===== src/rtl/aes_avalon_regs_if.sv =====
// Avalon-MM slave bus bundle for the AES register front-end.
// Handshake: READ/WRITE count only while CS is high; READDATA is valid the cycle after a read strobe.
interface aes_avalon_regs_if;
  logic        AVL_CS;
  logic        AVL_READ;
  logic        AVL_WRITE;
  logic [3:0]  AVL_ADDR;
  logic [3:0]  AVL_BYTE_EN;
  logic [31:0] AVL_WRITEDATA;
  logic [31:0] AVL_READDATA;

  modport master (
    output AVL_CS, AVL_READ, AVL_WRITE, AVL_ADDR, AVL_BYTE_EN, AVL_WRITEDATA,
    input  AVL_READDATA
  );

  modport slave (
    input  AVL_CS, AVL_READ, AVL_WRITE, AVL_ADDR, AVL_BYTE_EN, AVL_WRITEDATA,
    output AVL_READDATA
  );
endinterface


===== src/rtl/aes_avalon_regs.sv =====
// Register front-end for the AES decryption core: key/ciphertext registers,
// start/done sequencing and capture of the decrypted message.
module aes_avalon_regs (
  input  logic              CLK,
  input  logic              RESET,
  aes_avalon_regs_if.slave  avl,
  output logic [31:0]       EXPORT_DATA,
  output logic              AES_START,
  input  logic              AES_DONE,
  output logic [127:0]      AES_KEY,
  output logic [127:0]      AES_MSG_ENC,
  input  logic [127:0]      AES_MSG_DEC,
  output logic [1:0]        dbg_state
);

  typedef enum logic [1:0] {IDLE = 2'd0, RUN = 2'd1, CAPT = 2'd2, FIN = 2'd3} state_t;

  state_t      state_q, state_d;
  logic [31:0] key_q [4];
  logic [31:0] key_d [4];
  logic [31:0] enc_q [4];
  logic [31:0] enc_d [4];
  logic [31:0] dec_q [4];
  logic [31:0] dec_d [4];
  logic        start_q, start_d;
  logic        done_q, done_d;
  logic [31:0] rdata_q, rdata_d;

  logic wr_en, rd_en, locked, start_wr;

  function automatic logic [31:0] merge(input logic [31:0] old, input logic [31:0] wd,
                                        input logic [3:0] be);
    logic [31:0] res;
    res = old;
    for (int b = 0; b < 4; b++) begin
      if (be[b]) res[8*b +: 8] = wd[8*b +: 8];
    end
    return res;
  endfunction

  always_comb begin
    state_d   = state_q;
    key_d     = key_q;
    enc_d     = enc_q;
    dec_d     = dec_q;
    start_d   = start_q;
    done_d    = done_q;
    AES_START = 1'b0;

    wr_en    = avl.AVL_CS & avl.AVL_WRITE;
    rd_en    = avl.AVL_CS & avl.AVL_READ & ~avl.AVL_WRITE;
    locked   = (state_q == RUN) || (state_q == CAPT);
    start_wr = wr_en && (avl.AVL_ADDR == 4'd14) && avl.AVL_BYTE_EN[0] && !locked;

    // Key and ciphertext are frozen while the core is working on them.
    if (wr_en && !locked) begin
      if (avl.AVL_ADDR[3:2] == 2'd0)
        key_d[avl.AVL_ADDR[1:0]] = merge(key_q[avl.AVL_ADDR[1:0]], avl.AVL_WRITEDATA, avl.AVL_BYTE_EN);
      if (avl.AVL_ADDR[3:2] == 2'd1)
        enc_d[avl.AVL_ADDR[1:0]] = merge(enc_q[avl.AVL_ADDR[1:0]], avl.AVL_WRITEDATA, avl.AVL_BYTE_EN);
    end

    case (state_q)
      IDLE: begin
        if (start_wr) begin
          start_d = avl.AVL_WRITEDATA[0];
          if (avl.AVL_WRITEDATA[0]) begin
            state_d = RUN;
            done_d  = 1'b0;
          end
        end
      end
      RUN: begin
        AES_START = 1'b1;
        if (AES_DONE) begin
          dec_d[0] = AES_MSG_DEC[127:96];
          dec_d[1] = AES_MSG_DEC[95:64];
          dec_d[2] = AES_MSG_DEC[63:32];
          dec_d[3] = AES_MSG_DEC[31:0];
          state_d  = CAPT;
        end
      end
      CAPT: begin
        AES_START = 1'b1;
        done_d    = 1'b1;
        state_d   = FIN;
      end
      FIN: begin
        // Restart needs START written 0 first, which drops DONE and rearms IDLE.
        if (start_wr) begin
          start_d = avl.AVL_WRITEDATA[0];
          if (!avl.AVL_WRITEDATA[0]) begin
            state_d = IDLE;
            done_d  = 1'b0;
          end
        end
      end
      default: state_d = IDLE;
    endcase

    rdata_d = 32'd0;
    if (rd_en) begin
      case (avl.AVL_ADDR)
        4'd0, 4'd1, 4'd2, 4'd3:   rdata_d = key_q[avl.AVL_ADDR[1:0]];
        4'd4, 4'd5, 4'd6, 4'd7:   rdata_d = enc_q[avl.AVL_ADDR[1:0]];
        4'd8, 4'd9, 4'd10, 4'd11: rdata_d = dec_q[avl.AVL_ADDR[1:0]];
        4'd14:                    rdata_d = {31'd0, start_q};
        4'd15:                    rdata_d = {31'd0, done_q};
        default:                  rdata_d = 32'd0;
      endcase
    end
  end

  always_ff @(posedge CLK) begin
    if (RESET) begin
      state_q <= IDLE;
      key_q   <= '{default: '0};
      enc_q   <= '{default: '0};
      dec_q   <= '{default: '0};
      start_q <= 1'b0;
      done_q  <= 1'b0;
      rdata_q <= 32'd0;
    end else begin
      state_q <= state_d;
      key_q   <= key_d;
      enc_q   <= enc_d;
      dec_q   <= dec_d;
      start_q <= start_d;
      done_q  <= done_d;
      rdata_q <= rdata_d;
    end
  end

  assign AES_KEY          = {key_q[0], key_q[1], key_q[2], key_q[3]};
  assign AES_MSG_ENC      = {enc_q[0], enc_q[1], enc_q[2], enc_q[3]};
  assign EXPORT_DATA      = {key_q[0][31:16], key_q[3][15:0]};
  assign avl.AVL_READDATA = rdata_q;
  assign dbg_state        = state_q;

endmodule

===== src/flat_wrapper.sv =====
// flat-port wrapper written by rule: the top's interface ports become plain ports
module aes_avalon_regs_flat 
  (CLK, RESET, EXPORT_DATA, AES_START, AES_DONE, AES_KEY, AES_MSG_ENC, AES_MSG_DEC, dbg_state, avl_AVL_CS, avl_AVL_READ, avl_AVL_WRITE, avl_AVL_ADDR, avl_AVL_BYTE_EN, avl_AVL_WRITEDATA, avl_AVL_READDATA);
  aes_avalon_regs_if avl_i ();
  input  logic CLK;
  input  logic RESET;
  output logic [31:0] EXPORT_DATA;
  output logic AES_START;
  input  logic AES_DONE;
  output logic [127:0] AES_KEY;
  output logic [127:0] AES_MSG_ENC;
  input  logic [127:0] AES_MSG_DEC;
  output logic [1:0] dbg_state;
  input wire logic [$bits(avl_i.AVL_CS)-1:0] avl_AVL_CS;
  input wire logic [$bits(avl_i.AVL_READ)-1:0] avl_AVL_READ;
  input wire logic [$bits(avl_i.AVL_WRITE)-1:0] avl_AVL_WRITE;
  input wire logic [$bits(avl_i.AVL_ADDR)-1:0] avl_AVL_ADDR;
  input wire logic [$bits(avl_i.AVL_BYTE_EN)-1:0] avl_AVL_BYTE_EN;
  input wire logic [$bits(avl_i.AVL_WRITEDATA)-1:0] avl_AVL_WRITEDATA;
  output wire logic [$bits(avl_i.AVL_READDATA)-1:0] avl_AVL_READDATA;
  assign avl_i.AVL_CS = avl_AVL_CS;
  assign avl_i.AVL_READ = avl_AVL_READ;
  assign avl_i.AVL_WRITE = avl_AVL_WRITE;
  assign avl_i.AVL_ADDR = avl_AVL_ADDR;
  assign avl_i.AVL_BYTE_EN = avl_AVL_BYTE_EN;
  assign avl_i.AVL_WRITEDATA = avl_AVL_WRITEDATA;
  assign avl_AVL_READDATA = avl_i.AVL_READDATA;
  aes_avalon_regs u_core (.CLK(CLK), .RESET(RESET), .avl(avl_i), .EXPORT_DATA(EXPORT_DATA), .AES_START(AES_START), .AES_DONE(AES_DONE), .AES_KEY(AES_KEY), .AES_MSG_ENC(AES_MSG_ENC), .AES_MSG_DEC(AES_MSG_DEC), .dbg_state(dbg_state));
endmodule

===== config.mk =====
export PLATFORM = sky130hd
export DESIGN_NAME = aes_avalon_regs_flat
export DESIGN_NICKNAME = d
export VERILOG_FILES = /design/src/rtl/aes_avalon_regs_if.sv /design/src/rtl/aes_avalon_regs.sv /design/src/flat_wrapper.sv
export SDC_FILE = /design/constraint.sdc
export NUM_CORES = 1
export LEC_CHECK = 0
export ABC_AREA = 1
export CELL_PAD_IN_SITES_DETAIL_PLACEMENT = 0
export CELL_PAD_IN_SITES_GLOBAL_PLACEMENT = 2
export CORE_ASPECT_RATIO = 0.5
export CORE_MARGIN = 3
export CORE_UTILIZATION = 28
export DETAILED_ROUTE_END_ITERATION = 8
export GPL_TIMING_DRIVEN = 0
export PLACE_DENSITY = 0.94
export SETUP_SLACK_MARGIN = 0.5
export SYNTH_ARGS = -nofsm -noshare
export SYNTH_HDL_FRONTEND = slang
export SYNTH_SLANG_ARGS = --single-unit

===== constraint.sdc =====
create_clock -name CLK -period 4.7 [get_ports CLK]
set_clock_uncertainty 0.2 [all_clocks]
set_input_delay 0.705 -clock CLK [delete_from_list [all_inputs] [get_ports CLK]]
set_output_delay 0.705 -clock CLK [all_outputs]
set_load 0.02 [all_outputs]

==> flow_results.org, run 1 <==
** Setup path
- The critical path is of the in2reg type.
- Critical Path, Cell by Cell :: clkdlybuf4s50_1 > clkinv_1 > clkbuf_1 > clkbuf_1 > nand2_1 > nand2_1 > nand2_1 > nand3_1 > nand2_1 > inv_1
- The critical path contains buffers and inverters numbering 5 combined.
- In this run the critical register-to-register path is captured at u_core.AES_KEY[21].
- For the worst flop-to-flop path, the logic depth is 9.
- Cell repeated most along the worst path :: sky130_fd_sc_hd__nand2_1
- The startpoint identified for the worst register-to-register timing path is u_core.dbg_state[0].
- Slowest cell delay on critical path :: between 0.7 and 0.8 ns
- Arrival time reported for the critical path endpoint :: around 3.5 ns
- Startpoint type of the worst setup path :: input pin
- The setup check on the worst reg-to-reg path leaves a slack of about 2.1 ns.
- Dominant delay contributor by cell family on the critical path :: buffers and inverters
- Slowest stage cell on the critical path :: sky130_fd_sc_hd__clkbuf_1
- Critical path data required time :: 5.03 ns
- The worst setup path is captured at a flip-flop.
- Critical path fanouts, max :: 10

** Run
- Max Cap Violations :: 0

** Floorplanning
- Die Span X :: slightly below 400 µm
- The initial utilization of the core area, before any placement, comes to roughly 29%.
- The floorplan step set the die height to around 200 µm.
- Die Footprint :: approximately 0.079 mm²
- 497 I/O pins were placed.
- The floorplan has 70 rows.
- Core box area :: around 0.074 mm²

** Route
- The first TritonRoute pass finished after 6 iterations.
- Routed Antenna Nets :: 0
- Dividing the detail-routed wire length by the instance count gives between 20 and 25 µm.
- In the routed layout, each cell is associated on average with a via count of around 4.7.
- For this block, the via count after detailed routing is 23300.
- Summed over all layers, the routed wires come to about 100000 µm.
- Initial DRC Count :: 2403
- Number of remaining DRC errors :: 0

** Synthesis
- Number of distinct library cell variants in the gate-level netlist after synthesis :: 24
- Summing the areas of all xor and xnor instances in the mapped netlist gives 0% of the synthesized area.
- Synthesized-area fraction occupied by and/or/nand/nor cells :: 33.27%
- Synth area leaders :: sky130_fd_sc_hd__dfxtp_1 (40%), sky130_fd_sc_hd__nand2_1 (19%), sky130_fd_sc_hd__nand3_1 (8.4%)
- The number of nets in the synthesized netlist is ~3500.
- Summing every instance area after synthesis gives roughly 0.021 mm².
- Combinational family with the most area after synthesis :: simple AND/OR/NAND/NOR gates
- For this run, the leading register cell type out of synthesis is sky130_fd_sc_hd__dfxtp_1.
- Sequential cells were found to cover between 30% and 40% of the synthesized design area.
- The commonest cells after synthesis are sky130_fd_sc_hd__nand2_1 (1075), sky130_fd_sc_hd__inv_1 (464), sky130_fd_sc_hd__dfxtp_1 (420).
- Most frequent cell after synthesis :: sky130_fd_sc_hd__nand2_1
- Portion of netlist area occupied by mux cells :: 0%
- Total number of yosys warnings :: 0
- Dividing the synthesized area by the synthesized cell count gives ~6.4 µm².
- In this run, synthesis inferred 0 flip-flops with an integrated enable.
- After Yosys synthesis, full adders, half adders and majority gates account for less than 1% of the synthesized area.
- After synthesis, the share of flip-flops with an asynchronous set or reset is 0%.
- Compound-cell area share of the yosys netlist :: between 10% and 20%
- The share of synthesized area in the top cell type comes to 39.66%.
- Synthesis produced approximately 3300 cells.
- Cell type contributing the most total cell area after synthesis :: sky130_fd_sc_hd__dfxtp_1
- Post-synthesis sequential element count :: 420

** GRT
- Number of global-route vias before repair :: around 22000
- The initial antenna violation count is 4.
- Gr ovfl total :: 0
- The first global-routing pass estimated between 100000 and 150000 µm of wire.
- For this run, the total global-route usage over all layers was measured as between 20% and 30%.
- Entering global routing, the biggest net connects 14 pins.

** Timing
- Relative slew slack :: between 30% and 40%
- In the final timing run, aggregate negative setup slack is 0 ns.
- The worst path needs roughly 3.1 ns of the cycle, external delays included.
- Worst slew pin tran :: 0.9655 ns
- Max frequency :: ~320 MHz
- Across all setup checks in the final design, the least slack found is 1.564 ns.
- Ratio of final minimum period to clock period :: approximately two thirds
- Setup violations remaining at the end of the flow were counted as 0.
- Endpoints failing hold :: 0
- Number of pins with negative max-slew slack in the final report :: 0
- Setup repair after global routing missed its margin :: false

** Place
- Buffers on Ports :: a little under 500
- The congestion estimate from routability-driven global placement came to 0.9377.
- Once detailed placement completed, the half-perimeter wirelength came to between 70000 and 80000 µm.
- OpenSTA, run right after detailed placement, puts the worst setup slack at 1.108 ns.
- Total instance count after detailed placement :: 4832

** Status
- Outcome :: completed

** Clocking
- Post CTS Setup Buffer Count :: 0
- Clock tree root buffer cell :: sky130_fd_sc_hd__clkbuf_16
- Clock tree synthesis inserted a total of 45 buffers.
- Insertion delay to the later sink of the worst-skew pair :: around 0.59 ns
- After clock tree synthesis, the clock-pin slew on the worst setup and hold paths is about 0.060 ns.
- Hold-fix buffers, CTS :: 0
- The clock passes through at most 3 buffers.
- Once the clock tree was built, the resizer swapped 0 gates to a different size.
- For this design, the sink count on the clock tree is 420.
- CTS built an H-tree with a depth of 2.
- Clock tree from TritonCTS :: yes

** Hold path
- Worst min-delay path startpoint :: u_core.start_q
- Hold EP :: u_core.start_q
- Worst hold path stage count :: 2
- The path class of the tightest hold or removal check is reg2reg.

** Finish
- Count of filler cells inserted in the layout :: roughly 8000
- Post-layout net count :: just over 4000
- Relative to the synthesized area, the layout overhead comes to 36.17%.
- Proportion of layout cells with a drive suffix above 1 :: 5.631%
- The count of cells in the finished layout, fillers not included, comes to a little under 5000.

** Pwr
- Worst vdd ir :: 0.1970 mV
- Leakage Power :: between 10 and 15 nW
- Power density relative to cell area :: 339.8 mW/mm²
==> power breakdown <==
| group | leakage [nW] | switching (W) | internal [W] |
|---|---|---|---|
| registers | 3.39 | 0.000186 | 0.00387 |
| logic | 9.21 | 0.00128 | 0.000726 |
| clock network | 0.754 | 0.00162 | 0.00213 |
| total | 13.4 | 0.00309 | 0.00672 |
==> per-layer routing <==
layer,wire length [µm],global-route usage (%),part of all wire [%]
met1,41950,31.02,41
met2,50580,44.17,49
met3,6550,3.154,6.4
met4,3094,6.973,3.0
met5,13,0,0.013
==> through the flow <==
step | power [W] | hold WS [ns] | util [%] | area (µm²)
floorplan | 0.005275 | 0.2232 | - | 21200
global placement | 0.006094 | 0.2358 | 36.98 | 27370
detailed placement | 0.006117 | 0.2500 | 36.98 | 27370
CTS | 0.009864 | 0.2600 | 39.00 | 28870
global route | 0.01027 | 0.3003 | 39.01 | 28870
finish | 0.009812 | 0.2582 | 39.01 | 28870
==> worst max-delay path by stage <==
stage	startpoint	to	slack, ns	cells past startpoint
2_1_floorplan	u_core.dbg_state[0]	u_core.AES_KEY[0]	2.45	9
3_3_place_gp	avl_AVL_ADDR[1]	u_core.avl.AVL_READDATA[22]	1.11	10
3_5_place_dp	avl_AVL_ADDR[1]	u_core.avl.AVL_READDATA[22]	1.11	10
4_1_cts	u_core.dbg_state[0]	AES_START	1.63	3
5_1_grt	avl_AVL_ADDR[1]	u_core.avl.AVL_READDATA[21]	1.47	10
6_report	avl_AVL_ADDR[1]	u_core.avl.AVL_READDATA[23]	1.56	10
==> area by class of cell <==
class	count	area, µm²	share of cell area [%]
Timing Repair Buffer	490	4905	16.99
Inverter	473	1775	6.149
Multi-Input combinational cell	2206	9779	33.87
Sequential cell	420	8408	29.12
Antenna cell	3	7.507	0.02600
Tap cell	1008	1261	4.368
Clock inverter	22	217.7	0.7540
Buffer	235	1240	4.295
Clock buffer	61	1279	4.429
==> tightest hold or removal path, stage by stage, from the launching register on <==
cell and delay [ns]:
sky130_fd_sc_hd__dfxtp_1 0.31, sky130_fd_sc_hd__inv_1 0.05, sky130_fd_sc_hd__a21oi_1 0.05
==> placed cells by master, fill, tap and decap left out <==
master                            synthesis  layout
sky130_fd_sc_hd__clkinv_1                 1       1
sky130_fd_sc_hd__nor2_4                   6       6
sky130_fd_sc_hd__a21oi_1                162     162
sky130_fd_sc_hd__clkdlybuf4s50_1          0     490
sky130_fd_sc_hd__buf_6                   18      18
sky130_fd_sc_hd__nand2_4                  1       1
sky130_fd_sc_hd__o21a_1                  98      98
sky130_fd_sc_hd__o21ai_0                203     203
sky130_fd_sc_hd__inv_6                    0       2
sky130_fd_sc_hd__nand2_1               1075    1075
sky130_fd_sc_hd__clkbuf_8                 0       5
sky130_fd_sc_hd__clkbuf_16                0      47
sky130_fd_sc_hd__clkbuf_1               104     113
sky130_fd_sc_hd__nor2_8                   5       5
sky130_fd_sc_hd__buf_4                   37      37
sky130_fd_sc_hd__inv_2                    8       8
sky130_fd_sc_hd__o21ai_1                 20      20
sky130_fd_sc_hd__ha_1                     5       5
sky130_fd_sc_hd__buf_2                   67      67
sky130_fd_sc_hd__or2_2                    1       1
sky130_fd_sc_hd__nor2_1                 269     269
sky130_fd_sc_hd__dfxtp_1                420     420
sky130_fd_sc_hd__nor3_1                   3       3
sky130_fd_sc_hd__buf_1                    9       9
sky130_fd_sc_hd__diode_2                  0       3
sky130_fd_sc_hd__inv_1                  464     464
sky130_fd_sc_hd__bufinv_16                0       4
sky130_fd_sc_hd__nand2_8                  1       1
sky130_fd_sc_hd__nand3_1                355     355
sky130_fd_sc_hd__nand2_2                  2       2
sky130_fd_sc_hd__clkinv_2                 0      16
==> cell families after synthesis <==
group	count (synthesis)
AO/OA/AOI/OAI	483
AND/OR/NAND/NOR	1718
flip-flops	420
buffers and inverters	708
adder cells (fa/ha/maj)	5
==> registers in the layout (all words and copies together) (netlist names) <==
signal and cells:
u_core.AES_KEY 128, u_core.AES_MSG_ENC 128, u_core.avl.AVL_READDATA 32, u_core.dbg_state 2
u_core.dec_q 128, u_core.done_q 1, u_core.start_q 1
Power figures use the tool's default switching activity.
==> inputs of run 2 (changes only) <==
--- a/config.mk
+++ b/config.mk
@@ -10,10 +10,10 @@
 export CELL_PAD_IN_SITES_GLOBAL_PLACEMENT = 2
 export CORE_ASPECT_RATIO = 0.5
 export CORE_MARGIN = 3
-export CORE_UTILIZATION = 28
+export CORE_UTILIZATION = 26
 export DETAILED_ROUTE_END_ITERATION = 8
 export GPL_TIMING_DRIVEN = 0
-export PLACE_DENSITY = 0.94
+export PLACE_DENSITY = 0.88
 export SETUP_SLACK_MARGIN = 0.5
 export SYNTH_ARGS = -nofsm -noshare
 export SYNTH_HDL_FRONTEND = slang
==> constraint.sdc (replaced) <==
create_clock -name CLK -period 3.1 [get_ports CLK]
set_clock_uncertainty 0.2 [all_clocks]
set_input_delay 0.465 -clock CLK [delete_from_list [all_inputs] [get_ports CLK]]
set_output_delay 0.465 -clock CLK [all_outputs]
set_load 0.02 [all_outputs]
==> run 2 against run 1 <==
Net effect:
- register-to-register slack got worse by 1.5 ns
- combinational power increased by 51%
- critical endpoint is now u_core.AES_KEY[34]
- flip-flop and latch count unchanged
- routed wire length increased by 1.3%
- global-route usage decreased by 1.3 points
- critical path type is now reg2reg
==> flow_results.org, run 2 (synthesized netlist as in run 1, its figures left out) <==
** Hold path
- In this run the most critical hold path is launched from avl_AVL_BYTE_EN[0].
- Worst min-delay path category :: in2reg
- Hold EP :: u_core.start_q
- The hold-critical path depth is 3 (+1).

** Place
- The routability-driven placement congestion ratio was 0.9209 (-1.8%).
- Buffers on Ports :: 490 (unchanged)
- Total instance count after detailed placement :: 4911 (+1.6%)
- The placed standard-cell area was 0.02747 mm² (+0.36%).
- Estimated wirelength of the detail-placed design :: 80590 µm (+2.0%)

** Setup path
- The startpoint identified for the worst register-to-register timing path is u_core.dbg_state[0].
- The critical path in this run is classified as reg2reg.
- The worst setup path is captured at a flip-flop.
- WP buf/inv :: 3 (-2)
- Traced cell by cell, the critical path runs through inv_1 > ha_1 > nor2_4 > nand2_4 > nor2_4 > buf_2 > nand3_1 > nand2_1 > inv_1.
- The largest stage delay on the critical path is 0.42 ns (-0.34 ns).
- The required time of the worst setup path was 3.40 ns (-1.63 ns).
- The logic depth of the worst register-to-register path came to 9 (unchanged).
- STA classifies the critical path startpoint as a flip-flop.
- The largest driver fanout on the critical path came to 10 (unchanged).
- Among all stages on the critical path, the largest delay is contributed by sky130_fd_sc_hd__dfxtp_1.
- Arrival time reported for the critical path endpoint :: 2.82 ns (-0.65 ns)
- Reg-to-reg endpoint :: u_core.AES_KEY[34]
- On the critical path the largest part of the delay comes from simple AND/OR/NAND/NOR gates.
- Reg-to-reg setup timing slack :: 0.58 ns (-1.52 ns)

** Clocking
- The CTS clock-pin slew for the worst setup and hold paths is 0.06 ns (about the same).
- The number of buffers on the longest clock path is 3 (unchanged).
- The H-tree depth is 2 (unchanged).
- Clock tree root buffer cell :: sky130_fd_sc_hd__clkbuf_16
- Insertion delay to the later sink of the worst-skew pair :: 0.61 ns (+0.02 ns)
- Number of buffers created by CTS :: 45 (unchanged)
- Sinks on Clock Net :: 420 (unchanged)
- Clock tree from TritonCTS :: yes

** Route
- The number of routed nets with antenna violations came to 0 (unchanged).
- The number of DRC markers after the initial detailed-route iteration came to 1790 (-26%).
- WL/cell :: 20.74 µm (-0.20%)
- Total routed wirelength :: 103500 µm (+1.3%)
- Post-DR vias/cell :: 4.645 (-2.0%)
- Number of remaining DRC errors :: 0 (unchanged)
- Via count of the routed design :: 23186 (-0.49%)
- Total iterations of the first detailed-routing run :: 5 (-1)

** Timing
- The final-report hold violation count came to 0 (unchanged).
- The worst path in the final design needs a cycle of roughly 2.5 ns, including I/O delays and setup.
- For this run, the top clock speed supported by timing is 396.7 MHz.
- Setup violation total in the final timing report :: 0 (unchanged)
- Setup repair after global routing missed its margin :: true
- Ratio of final minimum period to clock period :: 81.31%
- The worst slew margin relative to its limit is 38.85% (+3.2 points).
- The final count of pins violating max slew came to 0 (unchanged).
- The transition time of the tightest slew-check pin is 0.9172 ns (-0.04832 ns).

** Floorplanning
- Cell Rows :: 73 (+4.3%)
- Number of top-level design ports :: 497 (unchanged)
- The x dimension of the die was 409.9 µm (+3.7%).
- Chip height :: 207.9 µm (+3.7%)
- The core outline area was 0.08010 mm² (+8.2%).
- Die Footprint :: 0.08522 mm² (+7.5%)
- Starting utilization of the core area :: 26.47% (-2.2 points)

** Finish
- Most frequent standard cell in the layout excluding fill and tap cells :: sky130_fd_sc_hd__nand2_1
- Post-layout instance area :: 0.02904 mm² (+0.59%)
- Signed area change from the synthesized netlist to the final layout :: 36.98%
- Post-layout net count :: 4053 (+0.074%)
- The filler-free cell count of the finished design came to 4992 (+1.5%).
- Proportion of layout cells with a drive suffix above 1 :: 5.635% (about the same)
- The top cell types in the final layout, fill and taps aside, are sky130_fd_sc_hd__nand2_1 (1075), sky130_fd_sc_hd__clkdlybuf4s50_1 (489), sky130_fd_sc_hd__inv_1 (464).

** Status
- Outcome :: completed

** GRT
- The initial antenna violation count came to 3 (-1).
- Gr ovfl total :: 0 (unchanged)
- The first-pass GRT wire length was 148600 µm (+1.3%).
- Number of global-route vias before repair :: 22069 (+0.46%)
- GR Util All Layers :: 23.37% (-1.3 points)
- Maximum number of pins on one net before global-route repair :: 14 (unchanged)

** Run
- The number of maximum-capacitance constraint violations is 0 (unchanged).

** Pwr
- Leakage Power :: 13.37 nW (+0.14%)
- Power density relative to cell area :: 514.1 mW/mm² (+51%)
- The highest ir drop seen on vdd is 0.3531 mV (+79%).
run 2: through the flow:
| stage | power, W | setup TNS [ns] | utilization [%] | setup WS (ns) | hold slack [ns] |
|---|---|---|---|---|---|
| after floorplan | 0.007998 | 0 | - | 0.8483 | 0.2232 |
| after global placement | 0.009247 | -3.555 | 34.29 | -0.2932 | 0.2345 |
| after detailed placement | 0.009277 | -3.085 | 34.29 | -0.2447 | 0.2390 |
| after CTS | 0.01504 | 0 | 36.18 | 0.5168 | 0.1330 |
| after global routing | 0.01568 | 0 | 36.26 | 0.4886 | 0.1635 |
| final | 0.01493 | 0 | 36.26 | 0.5794 | 0.1675 |
run 2: where the power goes:
part	internal, W	switching (W)
clock	0.00334	0.00242
combinational	0.00110	0.00194
sequential	0.00586	0.000277
run 2: area by class of cell:
class                           count  area (µm²)
Timing Repair Buffer              493        4940
Inverter                          473        1775
Tap cell                         1087        1360
Buffer                            235        1261
Antenna cell                        1       2.502
Sequential cell                   420        8408
Clock inverter                      7       113.9
Multi-Input combinational cell   2206        9779
Clock buffer                       70        1403
Fill cell                        8743       51060
run 2: tightest hold or removal path, delay by kind of cell:
family / cells / cell delay, ns
compound gates: 1 / 0.07
buf+inv: 1 / 0.21
simple gates: 1 / 0.16
run 2: layer usage:
| layer | up-vias | share of wire [%] | GRT usage (%) |
|---|---|---|---|
| li1 | 11332 | - | - |
| met1 | 10973 | 40 | 28.09 |
| met2 | 704 | 49 | 41.47 |
| met3 | 175 | 6.6 | 4.502 |
| met4 | 2 | 3.9 | 8.271 |
| met5 | - | 0.019 | 0 |
run 2: timing repair:
| action | in CTS | in global routing |
|---|---|---|
| pin swaps | 0 | 2 |
| resized for setup | 2 | 13 |
| hold buffers | 0 | 0 |
| endpoints found under the setup margin | 11 | 121 |
| cloned | 0 | 0 |
| endpoints found under the hold margin | 0 | 0 |
| setup buffers | 0 | 3 |
run 2: how the worst max path moves through the flow:
| stage | start | endpoint | slack, ns | cells after the start |
|---|---|---|---|---|
| final | u_core.dbg_state[0] | u_core.AES_KEY[34] | 0.58 | 9 |
| after global routing | u_core.dbg_state[0] | u_core.AES_KEY[73] | 0.49 | 9 |
| after CTS | u_core.dbg_state[0] | u_core.AES_KEY[0] | 0.52 | 9 |
| after detailed placement | avl_AVL_ADDR[1] | u_core.avl.AVL_READDATA[22] | -0.24 | 10 |
| after global placement | avl_AVL_ADDR[1] | u_core.avl.AVL_READDATA[22] | -0.29 | 10 |
| after floorplan | u_core.dbg_state[0] | u_core.AES_KEY[0] | 0.85 | 9 |
